**config.mk**
```make
export PLATFORM = sky130hd
export DESIGN_NAME = s2mm_sample_packetizer_flat
export DESIGN_NICKNAME = d
export VERILOG_FILES = /design/src/rtl/s2mm_sample_packetizer_if.sv /design/src/rtl/s2mm_sample_packetizer.sv /design/src/flat_wrapper.sv
export SDC_FILE = /design/constraint.sdc
export NUM_CORES = 2
export LEC_CHECK = 0
export BUFFER_PORTS_ARGS = -buffer_cell sky130_fd_sc_hd__buf_2
export CORE_UTILIZATION = 55
export CTS_CLUSTER_DIAMETER = 80
export DETAILED_ROUTE_END_ITERATION = 6
export PLACE_DENSITY = 0.72
export SKIP_CTS_REPAIR_TIMING = 1
export SLEW_MARGIN = 40
export SYNTH_ARGS = -nofsm -noshare
export SYNTH_HDL_FRONTEND = slang
export SYNTH_SLANG_ARGS = --single-unit
export TNS_END_PERCENT = 100
```
**constraint.sdc**
```tcl
create_clock -name M_AXIS_ACLK -period 9.25 [get_ports M_AXIS_ACLK]
set_input_delay 0.4625 -clock M_AXIS_ACLK [delete_from_list [all_inputs] [get_ports M_AXIS_ACLK]]
set_output_delay 0.4625 -clock M_AXIS_ACLK [all_outputs]
set_load 0.1 [all_outputs]
```
**src/rtl/s2mm_sample_packetizer_if.sv**
```systemverilog
// Sample-in / AXI4-Stream-out bundle of the S2MM packetizer, including its config and status lines.
// The master modport is the packetizer; the slave modport is whatever drives samples and consumes beats.
interface s2mm_sample_packetizer_if #(
    parameter int OVF_WIDTH = 16
);
    logic                 CFG_WR;
    logic [31:0]          CFG_WDATA;
    logic [31:0]          SAMPLE_DATA;
    logic                 SAMPLE_VALID;
    logic [63:0]          M_AXIS_TDATA;
    logic [7:0]           M_AXIS_TKEEP;
    logic                 M_AXIS_TVALID;
    logic                 M_AXIS_TREADY;
    logic                 M_AXIS_TLAST;
    logic                 BUSY;
    logic                 PKT_DONE;
    logic                 CFG_ERR;
    logic [OVF_WIDTH-1:0] OVF_CNT;

    modport master (
        input  CFG_WR,
        input  CFG_WDATA,
        input  SAMPLE_DATA,
        input  SAMPLE_VALID,
        input  M_AXIS_TREADY,
        output M_AXIS_TDATA,
        output M_AXIS_TKEEP,
        output M_AXIS_TVALID,
        output M_AXIS_TLAST,
        output BUSY,
        output PKT_DONE,
        output CFG_ERR,
        output OVF_CNT
    );

    modport slave (
        output CFG_WR,
        output CFG_WDATA,
        output SAMPLE_DATA,
        output SAMPLE_VALID,
        output M_AXIS_TREADY,
        input  M_AXIS_TDATA,
        input  M_AXIS_TKEEP,
        input  M_AXIS_TVALID,
        input  M_AXIS_TLAST,
        input  BUSY,
        input  PKT_DONE,
        input  CFG_ERR,
        input  OVF_CNT
    );
endinterface

```
**src/rtl/s2mm_sample_packetizer.sv**
```systemverilog
// Packs 32-bit sample pairs into 64-bit beats and emits one TLAST-terminated AXI4-Stream packet per arm.
//   state    | meaning
//   ST_IDLE  | waiting for an arm write; samples ignored
//   ST_RUN   | packing samples into beats until the last-flagged beat enters the FIFO
//   ST_DRAIN | samples ignored; waiting for the last beat to handshake
module s2mm_sample_packetizer #(
    parameter int FIFO_DEPTH = 16,
    parameter int OVF_WIDTH  = 16
) (
    input  logic                           M_AXIS_ACLK,
    input  logic                           M_AXIS_ARESET,
    s2mm_sample_packetizer_if.master       bus
);
    localparam int PTR_W = $clog2(FIFO_DEPTH);

    typedef enum logic [1:0] {
        ST_IDLE  = 2'd0,
        ST_RUN   = 2'd1,
        ST_DRAIN = 2'd2
    } state_t;

    state_t               state;
    state_t               state_nxt;

    logic [15:0]          beats_m1;
    logic [15:0]          beat_cnt;
    logic [31:0]          half_data;
    logic                 half_vld;

    logic [64:0]          mem [FIFO_DEPTH];
    logic [PTR_W-1:0]     wr_ptr;
    logic [PTR_W-1:0]     rd_ptr;
    logic [PTR_W-1:0]     rd_ptr_nxt;
    logic [PTR_W:0]       count;
    logic [PTR_W:0]       cnt_after_pop;
    logic [63:0]          out_data;
    logic                 out_last;
    logic                 out_vld;

    logic                 pkt_done_r;
    logic                 cfg_err_r;
    logic [OVF_WIDTH-1:0] ovf_cnt;

    logic                 cfg_arm;
    logic                 cfg_clr;
    logic                 pop;
    logic                 fifo_full;
    logic                 busy;
    logic                 arm_accept;
    logic                 arm_reject;
    logic                 sample_take;
    logic                 drain_done;
    logic                 pair_done;
    logic                 beat_wr;
    logic                 beat_drop;
    logic                 beat_is_last;
    logic [64:0]          wr_beat;
    logic                 cfg_unused;

    assign cfg_arm      = bus.CFG_WR & bus.CFG_WDATA[16];
    assign cfg_clr      = bus.CFG_WR & ~bus.CFG_WDATA[16];
    assign cfg_unused   = ^bus.CFG_WDATA[31:17];
    assign pop          = out_vld & bus.M_AXIS_TREADY;
    assign fifo_full    = (count == (PTR_W+1)'(FIFO_DEPTH));
    assign beat_is_last = (beat_cnt == beats_m1);
    assign wr_beat      = {beat_is_last, bus.SAMPLE_DATA, half_data};

    // A read on the same edge frees a slot, so a full FIFO can still take the pair.
    assign pair_done    = sample_take & half_vld;
    assign beat_wr      = pair_done & (~fifo_full | pop);
    assign beat_drop    = pair_done & fifo_full & ~pop;

    always_ff @(posedge M_AXIS_ACLK) begin
        if (M_AXIS_ARESET) begin
            state <= ST_IDLE;
        end else begin
            state <= state_nxt;
        end
    end

    always_comb begin
        state_nxt = state;
        case (state)
            ST_IDLE:  if (arm_accept)              state_nxt = ST_RUN;
            ST_RUN:   if (beat_wr && beat_is_last) state_nxt = ST_DRAIN;
            ST_DRAIN: if (drain_done)              state_nxt = ST_IDLE;
            default:                               state_nxt = ST_IDLE;
        endcase
    end

    always_comb begin
        busy        = 1'b0;
        arm_accept  = 1'b0;
        arm_reject  = 1'b0;
        sample_take = 1'b0;
        drain_done  = 1'b0;
        case (state)
            ST_IDLE: begin
                arm_accept = cfg_arm;
            end
            ST_RUN: begin
                busy        = 1'b1;
                arm_reject  = cfg_arm;
                sample_take = bus.SAMPLE_VALID;
            end
            ST_DRAIN: begin
                busy       = 1'b1;
                arm_reject = cfg_arm;
                drain_done = pop & out_last;
            end
            default: begin
                busy = 1'b0;
            end
        endcase
    end

    always_ff @(posedge M_AXIS_ACLK) begin
        if (M_AXIS_ARESET) begin
            beats_m1   <= '0;
            beat_cnt   <= '0;
            half_data  <= '0;
            half_vld   <= 1'b0;
            ovf_cnt    <= '0;
            pkt_done_r <= 1'b0;
            cfg_err_r  <= 1'b0;
        end else begin
            pkt_done_r <= drain_done;
            cfg_err_r  <= arm_reject;

            if (arm_accept) begin
                beats_m1 <= bus.CFG_WDATA[15:0];
                beat_cnt <= '0;
                half_vld <= 1'b0;
            end else if (cfg_clr) begin
                beats_m1 <= '0;
            end

            if (sample_take) begin
                if (!half_vld) begin
                    half_data <= bus.SAMPLE_DATA;
                    half_vld  <= 1'b1;
                end else begin
                    half_vld  <= 1'b0;
                end
            end

            if (beat_wr) begin
                beat_cnt <= beat_cnt + 16'd1;
            end

            if (beat_drop && (ovf_cnt != {OVF_WIDTH{1'b1}})) begin
                ovf_cnt <= ovf_cnt + 1'b1;
            end
        end
    end

    always_ff @(posedge M_AXIS_ACLK) begin
        if (beat_wr) begin
            mem[wr_ptr] <= wr_beat;
        end
    end

    assign cnt_after_pop = count - (PTR_W+1)'(pop);
    assign rd_ptr_nxt    = rd_ptr + PTR_W'(pop);

    // Output register always holds the head entry; it bypasses the array when the FIFO would otherwise be empty.
    always_ff @(posedge M_AXIS_ACLK) begin
        if (M_AXIS_ARESET) begin
            wr_ptr   <= '0;
            rd_ptr   <= '0;
            count    <= '0;
            out_vld  <= 1'b0;
            out_data <= '0;
            out_last <= 1'b0;
        end else begin
            if (beat_wr) begin
                wr_ptr <= wr_ptr + PTR_W'(1);
            end
            rd_ptr  <= rd_ptr_nxt;
            count   <= cnt_after_pop + (PTR_W+1)'(beat_wr);
            out_vld <= (cnt_after_pop != '0) | beat_wr;
            if (cnt_after_pop == '0) begin
                if (beat_wr) begin
                    out_data <= wr_beat[63:0];
                    out_last <= wr_beat[64];
                end
            end else begin
                out_data <= mem[rd_ptr_nxt][63:0];
                out_last <= mem[rd_ptr_nxt][64];
            end
        end
    end

    assign bus.M_AXIS_TDATA  = out_data;
    assign bus.M_AXIS_TKEEP  = 8'hFF;
    assign bus.M_AXIS_TVALID = out_vld;
    assign bus.M_AXIS_TLAST  = out_last;
    assign bus.BUSY          = busy;
    assign bus.PKT_DONE      = pkt_done_r;
    assign bus.CFG_ERR       = cfg_err_r;
    assign bus.OVF_CNT       = ovf_cnt;
endmodule

```
**src/flat_wrapper.sv**
```systemverilog
// flat-port wrapper written by rule: the top's interface ports become plain ports
module s2mm_sample_packetizer_flat 
#(
    parameter int FIFO_DEPTH = 16,
    parameter int OVF_WIDTH  = 16
)
  (M_AXIS_ACLK, M_AXIS_ARESET, bus_CFG_WR, bus_CFG_WDATA, bus_SAMPLE_DATA, bus_SAMPLE_VALID, bus_M_AXIS_TREADY, bus_M_AXIS_TDATA, bus_M_AXIS_TKEEP, bus_M_AXIS_TVALID, bus_M_AXIS_TLAST, bus_BUSY, bus_PKT_DONE, bus_CFG_ERR, bus_OVF_CNT);
  s2mm_sample_packetizer_if #(.OVF_WIDTH(OVF_WIDTH)) bus_i ();
  input  logic M_AXIS_ACLK;
  input  logic M_AXIS_ARESET;
  input wire logic [$bits(bus_i.CFG_WR)-1:0] bus_CFG_WR;
  input wire logic [$bits(bus_i.CFG_WDATA)-1:0] bus_CFG_WDATA;
  input wire logic [$bits(bus_i.SAMPLE_DATA)-1:0] bus_SAMPLE_DATA;
  input wire logic [$bits(bus_i.SAMPLE_VALID)-1:0] bus_SAMPLE_VALID;
  input wire logic [$bits(bus_i.M_AXIS_TREADY)-1:0] bus_M_AXIS_TREADY;
  output wire logic [$bits(bus_i.M_AXIS_TDATA)-1:0] bus_M_AXIS_TDATA;
  output wire logic [$bits(bus_i.M_AXIS_TKEEP)-1:0] bus_M_AXIS_TKEEP;
  output wire logic [$bits(bus_i.M_AXIS_TVALID)-1:0] bus_M_AXIS_TVALID;
  output wire logic [$bits(bus_i.M_AXIS_TLAST)-1:0] bus_M_AXIS_TLAST;
  output wire logic [$bits(bus_i.BUSY)-1:0] bus_BUSY;
  output wire logic [$bits(bus_i.PKT_DONE)-1:0] bus_PKT_DONE;
  output wire logic [$bits(bus_i.CFG_ERR)-1:0] bus_CFG_ERR;
  output wire logic [$bits(bus_i.OVF_CNT)-1:0] bus_OVF_CNT;
  assign bus_i.CFG_WR = bus_CFG_WR;
  assign bus_i.CFG_WDATA = bus_CFG_WDATA;
  assign bus_i.SAMPLE_DATA = bus_SAMPLE_DATA;
  assign bus_i.SAMPLE_VALID = bus_SAMPLE_VALID;
  assign bus_i.M_AXIS_TREADY = bus_M_AXIS_TREADY;
  assign bus_M_AXIS_TDATA = bus_i.M_AXIS_TDATA;
  assign bus_M_AXIS_TKEEP = bus_i.M_AXIS_TKEEP;
  assign bus_M_AXIS_TVALID = bus_i.M_AXIS_TVALID;
  assign bus_M_AXIS_TLAST = bus_i.M_AXIS_TLAST;
  assign bus_BUSY = bus_i.BUSY;
  assign bus_PKT_DONE = bus_i.PKT_DONE;
  assign bus_CFG_ERR = bus_i.CFG_ERR;
  assign bus_OVF_CNT = bus_i.OVF_CNT;
  s2mm_sample_packetizer #(.FIFO_DEPTH(FIFO_DEPTH), .OVF_WIDTH(OVF_WIDTH)) u_core (.M_AXIS_ACLK(M_AXIS_ACLK), .M_AXIS_ARESET(M_AXIS_ARESET), .bus(bus_i));
endmodule
```
**Yosys cells after proc, flatten, opt, wreduce, memory -nomap -nowiden**

Memory sizes are Yosys's and may differ from the RTL's.
Index checks and enable logic that the tools add are counted.

- Flip-flop bits (word level): 164
- Bits in writable memories: 1040
- Logic and storage cells: 78
- Output and inout port bits: 93
- Memories: 1
- Bits of input ports: 69

- Reduce and logical (&&, ||, !) cells: 12
- Muxes and demuxes: 21
- Equality and inequality tests: 9
- Add/subtract/negate cells: 6
- Bitwise logic cells: 15

Memory list:

| name | words | width | read ports | clocked after Yosys merged registers in | wr ports | RTL line | text |
|---|---|---|---|---|---|---|---|
| u_core.mem | 16 | 65 | 1 | 0 | 1 | s2mm_sample_packetizer.sv:30 | `logic [64:0] mem [FIFO_DEPTH];` |

Operators with widths:

| operator | count |
|---|---|
| $mux 64 | 2 |
| $mux 16 | 4 |
| $add 16x1->16 const B | 2 |
| $eq 16x16->1 | 1 |
| $ne 16x16->1 const B | 1 |
| $mux 1 | 11 |
| $and 1x1->1 | 8 |
| $ne 2x1->1 const B | 4 |
| $mux 2 | 3 |
| $pmux 2 s3 | 1 |
| $reduce_bool 2->1 | 3 |
| $add 5x1->5 | 1 |
| $eq 5x5->1 const B | 1 |
| $logic_not 5->1 | 1 |
| $not 1->1 | 5 |
| $reduce_bool 5->1 | 1 |
| $sub 5x1->5 | 1 |
| $add 4x1->4 | 1 |
| $add 4x1->4 const B | 1 |
| $reduce_or 2->1 | 2 |
| $reduce_and 3->1 | 1 |
| $eq 2x1->1 const B | 1 |
| $eq 2x2->1 const B | 1 |
| $logic_and 1x1->1 | 2 |
| 3 further kinds | 4 |

**Logic depth before layout (Yosys ltp)**

- Depth after elaboration: 7
- Gate-level depth with buffers: 14
- Mapped depth without buffers: 11

**Worst setup path after synthesis**

OpenSTA, ideal clock, no wires.

- Path kind: reg2reg
- Start point: reg u_core.out_vld, in the netlist u_core.bus.M_AXIS_TVALID
- End point: mem u_core.mem[0][0] (enable)
- Library setup time: 0.568 ns
- Stages on the path, launching flop included: 9
- Data required time: 8.682 ns
- Arrival: 6.571 ns
- Setup slack: 2.112 ns
- Clock period less this slack: 7.138 ns
- Path buffers: 3
- Cell sequence: dfxtp_1 nand2_1 a31o_2 buf_2 inv_1 buf_2 buf_1 nand2_1 nor3_1

- Cells in the longest elaborated chain, start to end: 5

Ends and longest elaborated chain:

| what | RTL line | text |
|---|---|---|
| start: declaration | s2mm_sample_packetizer.sv:38 | `logic out_vld;` |
| start signal: assignment | s2mm_sample_packetizer.sv:181 | `out_vld <= (cnt_after_pop != '0) \| beat_wr;` |
| $and 1x1->1 | s2mm_sample_packetizer.sv:63 | `assign pop = out_vld & bus.M_AXIS_TREADY;` |
| $or 1x1->1 | s2mm_sample_packetizer.sv:70 | `assign beat_wr = pair_done & (~fifo_full \| pop);` |
| $and 1x1->1 | s2mm_sample_packetizer.sv:70 |  |
| $mux 1 | s2mm_sample_packetizer.sv:158 | `if (beat_wr) begin` |
| $mux 1 (not written as such) | s2mm_sample_packetizer.sv:159 | `mem[wr_ptr] <= wr_beat;` |
| end: declaration | s2mm_sample_packetizer.sv:30 |  |

Every way passes these cells.

**Worst setup path after layout**

- Start point: reg u_core.state[1]
- End point: mem u_core.mem[7][62] (enable)

- Cells in the longest elaborated chain, start to end: 6

Ends and longest elaborated chain:

| what | RTL line | text |
|---|---|---|
| start: declaration | s2mm_sample_packetizer.sv:22 | `state_t state;` |
| start signal: assignment | s2mm_sample_packetizer.sv:77 | `state <= state_nxt;` |
| $eq 2x1->1 | s2mm_sample_packetizer.sv:97 | `case (state)` |
| $mux 1 | s2mm_sample_packetizer.sv:97 |  |
| $and 1x1->1 | s2mm_sample_packetizer.sv:69 | `assign pair_done = sample_take & half_vld;` |
| $and 1x1->1 | s2mm_sample_packetizer.sv:70 |  |
| $mux 1 | s2mm_sample_packetizer.sv:158 |  |
| $mux 1 (not written as such) | s2mm_sample_packetizer.sv:159 |  |

Every way passes these cells.

==> qor.csv <==
metric,value,unit
dp.cells,3478,
arrival,4.94,ns
via_per_inst,6.41,
synth_top_area_share,67.5,%
async_flop_share,0,%
p_int,10.1,mW
netSwitchingFraction,30.3,%
gp_congestion,0.782,
syn_inst,2349,
cpPeakStageDelay,0.70,ns
comb_power_share,23.9,%
fin_crit_sh,50.5,%
grt_first_pass_wirelength,159000,µm
slew_headroom,42.0,%
fin_skew,0.0552,ns
rsz0062_at_grt,no,
hold_class,in2reg,
antenna_found_initial,2,
yosysMostFrequentCell,edfxtp_1,
drt_iter0_markers,2489,
clockPowerShare,32.6,%
p_seq_share,43.4,%
grt_max_degree,105,
path_class,reg2reg,
synth-edff-count,1040,
nets,2603,
dpl_cell_area,48300,µm²
outcome,completed,
grt.total_usage,25.5,%
timing.final.max_slew_violations,0,
dieArea,85300,µm²
drc,0,
synth_area_leaders,"edfxtp_1 67%, mux4_2 16%, dfxtp_1 7.1%, nand2_1 1.8%, a311oi_1 1.4%",
crit_top_cell,buf_4,
hold_viol,0,
yosysTopAreaCell,edfxtp_1,
slowest_stage,buf_4,
crit_buf_inv,5,
dominantRegCellSynth,edfxtp_1,
crit_required,9.52,ns
syn_avg_cell_area,19.7,µm²
tns,0,ns
cts_inserted_buffers,115,
synth_common_cells,"1040 x edfxtp_1, 325 x mux4_2, 217 x nand2_1",
drive_gt1_share,27.6,%
dieHeight,292,µm
max_freq,214,MHz
stdcell_count,3698,
first_global_vias,24100,
drv_cap,0,
clkSinkCount,1204,
routed_wl,107000,µm
initial_core_util,55.5,%
routedWlPerCell,29.1,µm
final_area,52200,µm²
critPathCaptureType,flip-flop,
firstDrtPassIters,5,
num_io_pins,162,
crit_chain,inv_1 -> ha_1 -> nand3_1 -> a31o_4 -> clkinv_2 -> buf_4 -> nand2_1 -> nor2_4 -> buf_4 -> buf_4,
worst_pin_slew,0.871,ns
gr-total-overflow,0,
cts.clk_slew.worst_paths,0.06,ns
clk_path_buf_depth,3,
synth_seq_cells,1204,
p_switching,4.41,mW
drtAntennaViolNets,0,
critPathLaunchType,flip-flop,
cts_root_buf,clkbuf_16,
vdd_drop_max,276,µV
syn_area,46300,µm²
cellPowerDensity,279,nW/µm²
path_max_fanout,38,
ys_warn_count,0,
port_buffers,138,
setup_viol,0,
synth_cell_types,46,
num_rows,106,
h-tree-depth,3,
cts_tree,built,
final_core_util,62.6,%
p_leak,16.7,nW
design.core.area,83400,µm²
vias,23700,
seq_area_frac_synth,74.6,%
critPathTopFamily,buffers and inverters,
area_delta_synth_final,12.9,%
final.min_clock_period,4.67,ns
dieWidth,292,µm
hpwlAfterDp,55700,µm
clock_latency,0.70,ns
[logic make-up after synthesis]
| logic type | Yosys count | synth area share (%) |
|---|---|---|
| adder cells (fa/ha/maj) | 17 | 0.460 |
| flip-flops | 1204 | 74.6 |
| buffers and inverters | 166 | 1.86 |
| multiplexers | 330 | 15.9 |
| AND/OR/NAND/NOR | 425 | 3.87 |
| other | 1 | 0.00810 |
| XOR/XNOR | 38 | 0.719 |
| AO/OA/AOI/OAI | 168 | 2.59 |
[routing by layer]
metal | track usage, % | share of wire, %
met5 | 0 | 0
met4 | 7.70 | 2.6
met3 | 3.36 | 7.7
met2 | 42.7 | 51
met1 | 35.5 | 39
[registers in the layout, summed over array words and instances (netlist names)]
register                  cells
u_core.bus.M_AXIS_TLAST       1
u_core.wr_ptr                 4
u_core.bus.OVF_CNT           16
u_core.count                  5
u_core.state                  2
u_core.bus.CFG_ERR            1
u_core.mem                 1040
u_core.bus.PKT_DONE           1
u_core.beats_m1              16
u_core.half_data             32
u_core.rd_ptr                 4
u_core.half_vld               1
u_core.bus.M_AXIS_TVALID      1
u_core.bus.M_AXIS_TDATA      64
u_core.beat_cnt              16
[path summary, 6_finish.rpt]
path                                 endpoint  depth (start not counted)                   startpoint  slack [ns]
setup / recovery            u_core.mem[7][62]                         10              u_core.state[1]        4.58
hold / removal             u_core.beats_m1[2]                          3             bus_CFG_WDATA[2]        0.02
setup reg to reg            u_core.mem[7][62]                         10              u_core.state[1]        4.58
hold reg to reg   u_core.bus.M_AXIS_TDATA[41]                          2  u_core.bus.M_AXIS_TDATA[41]        0.48
[cell usage in the layout, fill, tap and decap left out, drive strengths merged, types with 17 or more instances in the layout]
cell	Yosys	routed
a21oi	50	50
a311oi	72	72
buf	85	195
clkbuf	66	146
clkinv	0	46
dfxtp	164	164
edfxtp	1040	1040
ha	17	17
inv	15	18
mux4	325	325
nand2	217	217
nor2	130	130
xnor2	24	24
[tightest hold or removal path: stages]
cell,delay (ns)
buf_2,0.07
a22oi_1,0.06
nor2_1,0.08
[stage by stage]
stage | hold slack, ns | power, mW | worst slack, ns
2_1_floorplan | 0.466 | 9.23 | 2.11
4_1_cts | -0.0158 | 14.6 | 4.56
5_1_grt | 0.0402 | 15.0 | 4.38
6_report | 0.0181 | 14.6 | 4.58
3_5_place_dp | 0.471 | 9.92 | 4.59
3_3_place_gp | 0.472 | 9.86 | 4.53
[power groups by stage]
stage	combinational [mW]	sequential, mW	clock, mW
2_1_floorplan	2.05	7.18	0
3_3_place_gp	3.44	6.42	0
3_5_place_dp	3.49	6.43	0
4_1_cts	3.51	6.32	4.81
5_1_grt	3.68	6.34	5.01
6_report	3.48	6.32	4.75
[final cells by class]
cell class	count	area (µm²)
multi-input cells	986	11100
clock buffers	146	3090
diodes	2	5.00
flip-flops and latches	1204	34500
well taps	1080	1350
repair buffers	195	1340
inverters	15	57.6
clock inverters	70	768
fillers	5528	31200
Note: power is estimated with default switching activity, not from simulation.
